--- src/rtl/ball_motion_pkg.sv ---
// Shared constants and types for the ball object: screen geometry,
// colour widths, coordinate type and ball state encodings.
package ball_motion_pkg;

   localparam int MAX_X        = 640;
   localparam int MAX_Y        = 480;
   localparam int PADDLE_Y_LOW = 470;

   localparam int COORD_W = 11;
   typedef logic [COORD_W-1:0] coord_t;

   localparam int RGB_R_W = 5;
   localparam int RGB_G_W = 6;
   localparam int RGB_B_W = 5;

   localparam logic [RGB_R_W-1:0] BALL_COLOR_R = 5'b11111;
   localparam logic [RGB_G_W-1:0] BALL_COLOR_G = 6'b111111;
   localparam logic [RGB_B_W-1:0] BALL_COLOR_B = 5'b11111;

   // Ball states: held on paddle, in flight, serving a miss, game over
   typedef logic [1:0] ball_state_t;
   localparam ball_state_t S_IDLE = 2'd0;
   localparam ball_state_t S_MOVE = 2'd1;
   localparam ball_state_t S_MISS = 2'd2;
   localparam ball_state_t S_OVER = 2'd3;

endpackage

--- src/rtl/ball_collide.sv ---
// Combinational collision resolver: given the current position and
// direction, decides the next direction and whether the ball is missed.
// Directions are one bit each: dx_pos=1 means +V, dy_pos=1 means downward.
module ball_collide
   import ball_motion_pkg::*;
#(
   parameter int BALL_SIZE     = 8,
   parameter int BALL_VELOCITY = 2
) (
   input  coord_t ball_x,
   input  coord_t ball_y,
   input  logic   dx_pos,
   input  logic   dy_pos,
   input  coord_t paddle_left,
   input  coord_t paddle_right,
   input  logic   brick_pend,
   output logic   dx_pos_next,
   output logic   dy_pos_next,
   output logic   miss_det
);

   // One extra bit so sums near the screen edge cannot wrap
   logic [COORD_W:0] xe, ye, pl, pr;
   logic hit_left, hit_right, hit_top, hit_paddle;

   assign xe = {1'b0, ball_x};
   assign ye = {1'b0, ball_y};
   assign pl = {1'b0, paddle_left};
   assign pr = {1'b0, paddle_right};

   assign hit_left   = xe < (COORD_W+1)'(BALL_VELOCITY);
   assign hit_right  = (xe + (COORD_W+1)'(BALL_SIZE + BALL_VELOCITY)) > (COORD_W+1)'(MAX_X);
   assign miss_det   = dy_pos && ((ye + (COORD_W+1)'(BALL_SIZE + BALL_VELOCITY)) > (COORD_W+1)'(MAX_Y));
   assign hit_top    = ye < (COORD_W+1)'(BALL_VELOCITY);
   // Only a ball whose bottom is still at or above the paddle top can bounce
   assign hit_paddle = dy_pos
                    && ((ye + (COORD_W+1)'(BALL_SIZE)) <= (COORD_W+1)'(PADDLE_Y_LOW))
                    && ((ye + (COORD_W+1)'(BALL_SIZE + BALL_VELOCITY)) > (COORD_W+1)'(PADDLE_Y_LOW))
                    && ((xe + (COORD_W+1)'(BALL_SIZE - 1)) >= pl)
                    && (xe <= pr);

   // Horizontal reflection off the side walls
   always_comb begin
      dx_pos_next = dx_pos;
      if (hit_left)       dx_pos_next = 1'b1;
      else if (hit_right) dx_pos_next = 1'b0;
   end

   // Vertical reflection in priority order: miss, top wall, paddle, brick
   always_comb begin
      dy_pos_next = dy_pos;
      if (miss_det)        dy_pos_next = dy_pos;
      else if (hit_top)    dy_pos_next = 1'b1;
      else if (hit_paddle) dy_pos_next = 1'b0;
      else if (brick_pend) dy_pos_next = ~dy_pos;
   end

endmodule

--- src/rtl/ball_motion.sv ---
// Ball object: holds the ball on the paddle until served, moves it once
// per ref_tick, handles misses and lives, and renders the ball pixel.
module ball_motion
   import ball_motion_pkg::*;
#(
   parameter int PADDLE_LENGTH = 64,
   parameter int BALL_SIZE     = 8,
   parameter int BALL_VELOCITY = 2,
   parameter int LIVES         = 3,
   parameter int MISS_TICKS    = 60
) (
   input  logic               clk,
   input  logic               reset,
   input  logic               ref_tick,
   input  logic               launch,
   input  logic               brick_hit,
   input  coord_t             paddle_left,
   input  coord_t             paddle_right,
   input  coord_t             pix_x,
   input  coord_t             pix_y,
   output logic               ball_on,
   output logic [RGB_R_W-1:0] ball_rgb_r,
   output logic [RGB_G_W-1:0] ball_rgb_g,
   output logic [RGB_B_W-1:0] ball_rgb_b,
   output coord_t             ball_x,
   output coord_t             ball_y,
   output logic               miss,
   output logic [1:0]         lives,
   output logic               game_over
);

   localparam coord_t X_RST = coord_t'(PADDLE_LENGTH/2 - BALL_SIZE/2);
   localparam coord_t Y_RST = coord_t'(PADDLE_Y_LOW - BALL_SIZE);
   localparam coord_t VEL   = coord_t'(BALL_VELOCITY);
   localparam int     CNT_W = (MISS_TICKS > 1) ? $clog2(MISS_TICKS) : 1;
   localparam logic [CNT_W-1:0] CNT_LAST = CNT_W'(MISS_TICKS - 1);

   ball_state_t      state;
   logic             dx_pos, dy_pos;
   logic             brick_pend;
   logic [CNT_W-1:0] miss_cnt;
   logic             dx_pos_next, dy_pos_next, miss_det;
   coord_t           span, centre_x;

   // Serve position centred on the paddle
   assign span     = paddle_right - paddle_left + coord_t'(1);
   assign centre_x = paddle_left + (span >> 1) - coord_t'(BALL_SIZE/2);

   // A hit arriving on the tick itself counts for that tick
   ball_collide #(
      .BALL_SIZE     (BALL_SIZE),
      .BALL_VELOCITY (BALL_VELOCITY)
   ) u_collide (
      .ball_x       (ball_x),
      .ball_y       (ball_y),
      .dx_pos       (dx_pos),
      .dy_pos       (dy_pos),
      .paddle_left  (paddle_left),
      .paddle_right (paddle_right),
      .brick_pend   (brick_pend | brick_hit),
      .dx_pos_next  (dx_pos_next),
      .dy_pos_next  (dy_pos_next),
      .miss_det     (miss_det)
   );

   // Ball FSM, position, direction, lives and miss timer
   always_ff @(posedge clk or posedge reset) begin
      if (reset) begin
         state      <= S_IDLE;
         ball_x     <= X_RST;
         ball_y     <= Y_RST;
         dx_pos     <= 1'b1;
         dy_pos     <= 1'b0;
         lives      <= 2'(LIVES);
         miss       <= 1'b0;
         brick_pend <= 1'b0;
         miss_cnt   <= '0;
      end else begin
         miss <= 1'b0;
         case (state)
            S_IDLE: begin
               brick_pend <= 1'b0;
               if (ref_tick) begin
                  if (launch) begin
                     state  <= S_MOVE;
                     dx_pos <= 1'b1;
                     dy_pos <= 1'b0;
                  end else begin
                     ball_x <= centre_x;
                     ball_y <= Y_RST;
                  end
               end
            end
            S_MOVE: begin
               if (ref_tick) begin
                  brick_pend <= 1'b0;
                  if (miss_det) begin
                     state <= S_MISS;
                     miss  <= 1'b1;
                     if (lives != 2'd0) lives <= lives - 2'd1;
                  end else begin
                     dx_pos <= dx_pos_next;
                     dy_pos <= dy_pos_next;
                     ball_x <= dx_pos_next ? ball_x + VEL : ball_x - VEL;
                     ball_y <= dy_pos_next ? ball_y + VEL : ball_y - VEL;
                  end
               end else if (brick_hit) begin
                  brick_pend <= 1'b1;
               end
            end
            S_MISS: begin
               brick_pend <= 1'b0;
               if (ref_tick) begin
                  if (miss_cnt == CNT_LAST) begin
                     miss_cnt <= '0;
                     state    <= (lives == 2'd0) ? S_OVER : S_IDLE;
                  end else begin
                     miss_cnt <= miss_cnt + 1'b1;
                  end
               end
            end
            default: begin
               brick_pend <= 1'b0;
            end
         endcase
      end
   end

   assign game_over = (state == S_OVER);

   // Pixel-inside-ball test, suppressed once the game is over
   logic [COORD_W:0] px, py, bx, by;
   assign px = {1'b0, pix_x};
   assign py = {1'b0, pix_y};
   assign bx = {1'b0, ball_x};
   assign by = {1'b0, ball_y};
   assign ball_on = (state != S_OVER)
                 && (px >= bx) && (px <= bx + (COORD_W+1)'(BALL_SIZE - 1))
                 && (py >= by) && (py <= by + (COORD_W+1)'(BALL_SIZE - 1));

   assign ball_rgb_r = BALL_COLOR_R;
   assign ball_rgb_g = BALL_COLOR_G;
   assign ball_rgb_b = BALL_COLOR_B;

endmodule

--- config.mk ---
export PLATFORM = sky130hd
export DESIGN_NAME = ball_motion
export DESIGN_NICKNAME = d
export VERILOG_FILES = /design/src/rtl/ball_motion_pkg.sv /design/src/rtl/ball_collide.sv /design/src/rtl/ball_motion.sv
export SDC_FILE = /design/constraint.sdc
export NUM_CORES = 1
export LEC_CHECK = 0
export CAP_MARGIN = 40
export CORE_UTILIZATION = 55
export CTS_CLUSTER_SIZE = 12
export DETAILED_ROUTE_END_ITERATION = 16
export PLACE_DENSITY = 0.86
export RECOVER_POWER = 50
export SKIP_LAST_GASP = 1
export SYNTH_ARGS = -nofsm -noshare
export SYNTH_HDL_FRONTEND = slang
export SYNTH_SLANG_ARGS = --single-unit
--- constraint.sdc ---
create_clock -name clk -period 4.95 [get_ports clk]
set_clock_uncertainty 0.2 [all_clocks]
set_input_delay 0.7425 -clock clk [delete_from_list [all_inputs] [get_ports clk]]
set_output_delay 0.7425 -clock clk [all_outputs]
set_load 0.02 [all_outputs]
==> results of run 1 <==
==> cells by family (layout without fill, tap and decap cells) <==
kind of cell / after synthesis / in the layout / synth area share (%)
AOI/OAI and AO/OA: 192 / 192 / 21.4
xor gates and xnor gates: 44 / 44 / 6.49
adders and majority gates: 123 / 123 / 26.2
buffers and inverters: 140 / 199 / 11.0
DFF: 35 / 35 / 15.0
muxes: 9 / 9 / 1.62
other: 2 / 17 / 0.126
and+or+nand+nor: 207 / 207 / 18.2
==> tightest hold or removal path: cells and delay by family, from the launching register on <==
kind,cells,cell delay [ns]
and+or+nand+nor,1,0.09
AOI/OAI and AO/OA,1,0.05
DFF,1,0.37
==> layout by cell type (no fill, tap or decap), types with 7 or more instances in the layout <==
cell type	n
o21a_1	9
nor3_1	24
a21oi_1	51
mux2i_1	7
o21ai_0	37
clkdlybuf4s50_1	66
buf_4	24
ha_1	121
nand4_1	17
and3_1	8
nand3_1	24
dlygate4sd3_1	7
a21o_1	15
nor2_1	34
nor2b_1	13
inv_1	86
dfrtp_1	23
xnor2_1	32
nand2_1	52
a31oi_1	10
xor2_1	12
dfstp_2	11
conb_1	17
==> per-stage QoR <==
stage,power (mW),worst slack (ns),hold WS [ns],util (%)
after floorplan,2.42,0.649,0.280,-
after global placement,3.11,0.0579,0.300,65.1
after detailed placement,3.23,-0.0494,0.302,65.3
after CTS,3.52,0.0725,0.316,66.5
after global routing,3.88,0.00970,0.348,66.5
final,3.56,0.169,0.313,66.5
==> sequential cells by signal, indices dropped and copies added (netlist names) <==
name        flops
ball_x         11
miss_cnt        6
ball_y         10
miss            1
brick_pend      1
dy_pos          1
dx_pos          1
lives           2
state           2
==> area by class of cell <==
| cell class | instances | area, um^2 | area share, % |
|---|---|---|---|
| well taps | 136 | 170 | 2.45 |
| clock inverters | 2 | 35.0 | 0.505 |
| flip-flops and latches | 35 | 895 | 12.9 |
| inverters | 90 | 340 | 4.91 |
| repair buffers | 101 | 946 | 13.6 |
| multi-input cells | 592 | 4460 | 64.4 |
| clock buffers | 6 | 82.6 | 1.19 |
==> how the worst min path moves through the flow <==
stage / from / end / cells after the start
6_report: lives[1] / lives[1] / 2
5_1_grt: lives[1] / lives[1] / 2
4_1_cts: lives[1] / lives[1] / 2
3_5_place_dp: lives[1] / lives[1] / 2
3_3_place_gp: lives[1] / lives[1] / 2
2_1_floorplan: miss_cnt[4] / miss_cnt[4] / 1
==> layer usage <==
layer  vias up  share of wire, %  GRT usage [%]
li1       2799                 -              -
met1      2720                47           41.4
met2       210                45           48.4
met3        20               6.9           3.99
met4         0               1.3           5.46
met5         -                 0              0
==> power groups by stage <==
stage | clock network (mW) | logic (mW) | registers, mW
floorplan | 0 | 1.83 | 0.587
global placement | 0 | 2.58 | 0.531
detailed placement | 0 | 2.69 | 0.536
CTS | 0.278 | 2.71 | 0.531
global route | 0.294 | 3.04 | 0.552
finish | 0.275 | 2.74 | 0.538
==> results.json, run 1 <==
{
  "initial_utilization_pct": 57.0,
  "path_buf_inv": 3,
  "synth-main-ff-cell": "dfrtp_1",
  "netlist_instances": 752,
  "async_flop_share_pct": 100,
  "yosysMostFrequentCell": "ha_1",
  "crit_path_top_delay_cell": "clkdlybuf4s50_1",
  "grt.total_usage_pct": 29.4,
  "violations": "max-capacitance violations, max-slew violations",
  "drt_iter0_drc": 412,
  "synthTopCellsByArea": "ha_1, dfrtp_1, inv_1",
  "fp.dieH_um": 106,
  "grt_max_degree": 36,
  "vias": 5749,
  "routed_via_density": 5.98,
  "drive_gt1_share_pct": 7.51,
  "yosys-top-cells-count": "ha_1, inv_1, a21oi_1, nand2_1, o21ai_0",
  "hpwl_um": 12800,
  "core_mm2": 0.0104,
  "firstDrtPassIters": 5,
  "p_int_mw": 1.71,
  "p_comb_share_pct": 77.1,
  "num_rows": 37,
  "synth_top_area_cell": "ha_1",
  "synth_top_area_share_pct": 25.5,
  "cp_slowest_stage_delay_ns": 0.65,
  "cts_hold_buf": 0,
  "cts_tree": "done",
  "hold_viol_final": 0,
  "seq_area_frac_synth_pct": 15.0,
  "ir_worst_vdd_mv": 0.296,
  "fmax_ghz": 0.209,
  "min_path_type": "flop to flop",
  "critPathCaptureType": "primary output",
  "fillers": 895,
  "worstSetupStartpointType": "flop",
  "synth_warnings": 0,
  "ioPinCount": 92,
  "grt_pass1_vias": 5641,
  "diodes": 0,
  "drc": 0,
  "die_area_mm2": 0.0112,
  "worstPathMaxFanout": 5,
  "pwr-share-seq_pct": 15.1,
  "placed_cells": 954,
  "antenna_found_initial": 1,
  "synth_edf_count": 0,
  "wl_um": 16000,
  "drtAntennaViolNets": 0,
  "gp_congestion": 0.917,
  "r2r_start": "ball_x[2]",
  "swShare_pct": 52.0,
  "postPlaceCellArea_mm2": 0.00680,
  "powerDensity_mw_per_mm2": 513,
  "finalCriticalPeriod_ns": 4.78,
  "cap_violations": 1,
  "clock-root-buffer": "clkbuf_8",
  "crit_start": "ball_x[0]",
  "grt_pass1_wl_um": 26800,
  "p_clk_share_pct": 7.7,
  "cts_resized": 0,
  "critical_path.top_delay_family": "simple AND/OR/NAND/NOR gates",
  "port_buffers": 74,
  "crit_type": "flop to primary output",
  "crit_required_ns": 4.01,
  "fp.dieW_um": 106,
  "rsz0062_at_grt": "no",
  "status": "complete, but fails checks",
  "r2r_slack_ns": 0.84,
  "slew_violations": 36,
  "ctsHtreeMaxLevel": 2,
  "total_leakage_power_nw": 3.30,
  "synth_seq_cells": 35,
  "cts_max_path_buffers": 2,
  "final_cells": 962,
  "period_share_pct": 96.6,
  "wl_per_cell_um": 16.6,
  "setup_viol": 0,
  "cts.sinks": 35,
  "final_nets": 997,
  "tightestPinTransition_ns": 2.01,
  "cts_buffers": 5,
  "fin_setup_tns_ns": 0,
  "cp.arrival_ns": 3.84,
  "clkLatencyLatePin_ns": 0.29,
  "design_area_mm2": 0.00693,
  "grt.overflow.total": 0,
  "path_cells": "inv_1 -> ha_1 -> a21oi_2 -> nand3_1 -> xnor2_1 -> inv_1 -> ha_1 -> and4_1 -> nand4_1 -> o22ai_1 -> nor3_1 -> nor4_1 -> clkdlybuf4s50_1",
  "cts.clk_slew.worst_paths_ns": 0.07,
  "cp.depth": 13,
  "worstRegToRegCells": 15,
  "synth.avg_cell_area_um2": 7.90,
  "ys_types": 78,
  "rr_endpoint": "ball_y[4]",
  "cts_setup_buffers": 0,
  "relSlewSlack_pct": -33.8,
  "crit_path_end": "ball_on",
  "synth_area_mm2": 0.00594,
  "netSwitchingPower_mw": 1.85,
  "area_growth_pct": 16.7
}
No activity file was read; power rests on OpenSTA's default activity.
==> run 2, diff against run 1 <==
- CORE_MARGIN: default -> 4
- CTS_BUF_LIST: default -> sky130_fd_sc_hd__clkbuf_2
==> results.json, run 2 (synthesized netlist as in run 1, its figures left out) <==
{
  "fillers": 886,
  "critPathCaptureType": "flop",
  "worstSetupStartpointType": "primary input",
  "total_leakage_power_nw": 3.28,
  "fmax_ghz": 0.218,
  "dp_slack_ns": -0.0533,
  "crit_required_ns": 5.06,
  "routed_via_density": 5.99,
  "path_cells": "clkdlybuf4s50_1 -> inv_1 -> ha_1 -> inv_1 -> ha_1 -> inv_1 -> fa_1 -> xor2_1 -> ha_1 -> inv_1 -> ha_1 -> a21o_1 -> a21oi_1 -> nor2b_1 -> o21a_1 -> o41a_1 -> a21o_1 -> a21oi_1 -> xnor2_1 -> o311ai_0",
  "powerDensity_mw_per_mm2": 511,
  "diodes": 0,
  "use_met2_pct": 41.6,
  "grt_pass1_vias": 5614,
  "regMostFlops": "ball_x",
  "min_path_type": "flop to flop",
  "area_growth_pct": 15.6,
  "layout_commonest_cell": "ha_1",
  "grt.total_usage_pct": 25.7,
  "fin_setup_tns_ns": 0,
  "top_usage_layer": "met2",
  "gp_congestion": 0.919,
  "setup_viol": 0,
  "cts_tree": "done",
  "period_share_pct": 92.9,
  "final_cell_mix": "ha_1, inv_1, clkdlybuf4s50_1, a21oi_1, nand2_1",
  "cp_slowest_stage_delay_ns": 0.45,
  "die_area_mm2": 0.0125,
  "fp.dieH_um": 112,
  "num_rows": 37,
  "rsz0062_at_grt": "no",
  "cts.sinks": 35,
  "wl_per_cell_um": 17.2,
  "critical_path.top_delay_family": "compound AO/OA/AOI/OAI gates",
  "relSlewSlack_pct": 20.7,
  "hold_viol_final": 0,
  "drive_gt1_share_pct": 6.93,
  "crit_path_top_delay_cell": "clkdlybuf4s50_1",
  "grt.overflow.total": 0,
  "core_mm2": 0.0104,
  "largestRegisters": "ball_x x11, ball_y x10, miss_cnt x6",
  "drt_iter0_drc": 471,
  "tightestPinTransition_ns": 1.19,
  "met3_usage_pct": 3.91,
  "antenna_found_initial": 0,
  "drc": 0,
  "vias": 5742,
  "slew_violations": 0,
  "ir_worst_vdd_mv": 0.310,
  "cts_max_path_buffers": 2,
  "wl_um": 16500,
  "final_nets": 994,
  "port_buffers": 74,
  "clock-root-buffer": "clkbuf_2",
  "grt_pass1_wl_um": 27300,
  "fp.dieW_um": 112,
  "worstPathMaxFanout": 2,
  "cts.clk_slew.worst_paths_ns": 0.22,
  "finalCriticalPeriod_ns": 4.60,
  "cts_hold_buf": 0,
  "hpwl_um": 13200,
  "largest_reg_flops": 11,
  "crit_type": "primary input to flop",
  "initial_utilization_pct": 57.0,
  "cap_violations": 0,
  "ctsHtreeMaxLevel": 2,
  "grt_max_degree": 25,
  "hold_ws_ns": 0.336,
  "fin_ws_ns": 0.354,
  "ioPinCount": 92,
  "firstDrtPassIters": 5,
  "drtAntennaViolNets": 0,
  "cts_buffers": 5,
  "clkLatencyLatePin_ns": 0.41,
  "met1_usage_pct": 35.9,
  "cp.arrival_ns": 4.71,
  "path_buf_inv": 5,
  "status": "completed"
}
-- run 2: cell types whose count changed in the layout (fill, tap and decap cells not counted), moves of 2 or more --
cell,previous run,this run
clkbuf_2,0,5
a21oi_2,4,2
clkbuf_8,6,0
buf_4,24,20
a21oi_1,51,53
-- run 2: cell type report --
type                    count  area (um^2)  area share [%]
clock buffers               5         25.0           0.364
clock inverters             3         67.6           0.983
inverters                  90          340            4.95
multi-input cells         592         4460            64.9
flip-flops and latches     35          892            13.0
well taps                 136          170            2.48
repair buffers             98          920            13.4
-- run 2: timing repair --
action,in CTS,in global routing
buffers inserted,1,0
gates resized for setup,1,2
setup endpoints to repair,1,1
-- run 2: worst paths after layout --
kind                            startpoint          to  slack [ns]  cells after the start
max in group asynchronous            reset      dx_pos        2.29                      4
max                        paddle_right[1]  ball_x[10]        0.35                     20
max reg2reg                      ball_x[2]   ball_y[4]        0.68                     15
min reg2reg                       lives[1]    lives[1]        0.34                      2
min in group asynchronous            reset   ball_y[5]        0.45                      2
min                               lives[1]    lives[1]        0.34                      2
-- run 2: stage by stage --
stage               power, mW  util, %  std cells  instance area, um^2
floorplan                2.42        -        767                 6000
global placement         3.08     64.7        947                 6740
detailed placement       3.20     65.2        950                 6790
CTS                      3.47     66.2        959                 6900
global route             3.81     66.0        959                 6870
finish                   3.51     66.0        959                 6870
-- run 2: where the power goes --
| group | internal, mW | switching, mW | total (mW) |
|---|---|---|---|
| Combinational | 1.11 | 1.62 | 2.73 |
| Clock | 0.136 | 0.115 | 0.250 |
| Sequential | 0.407 | 0.123 | 0.530 |
-- run 2: worst min-delay path: stages, from the launching register on --
cell and delay [ns]:
dfstp_2 0.42, nor2_1 0.10, a21oi_1 0.05
-- run 2: layer usage --
metal	vias to the layer above	part of all wire [%]
li1	2797	-
met1	2682	44
met2	241	46
met3	22	8.0
met4	0	1.4
met5	-	0
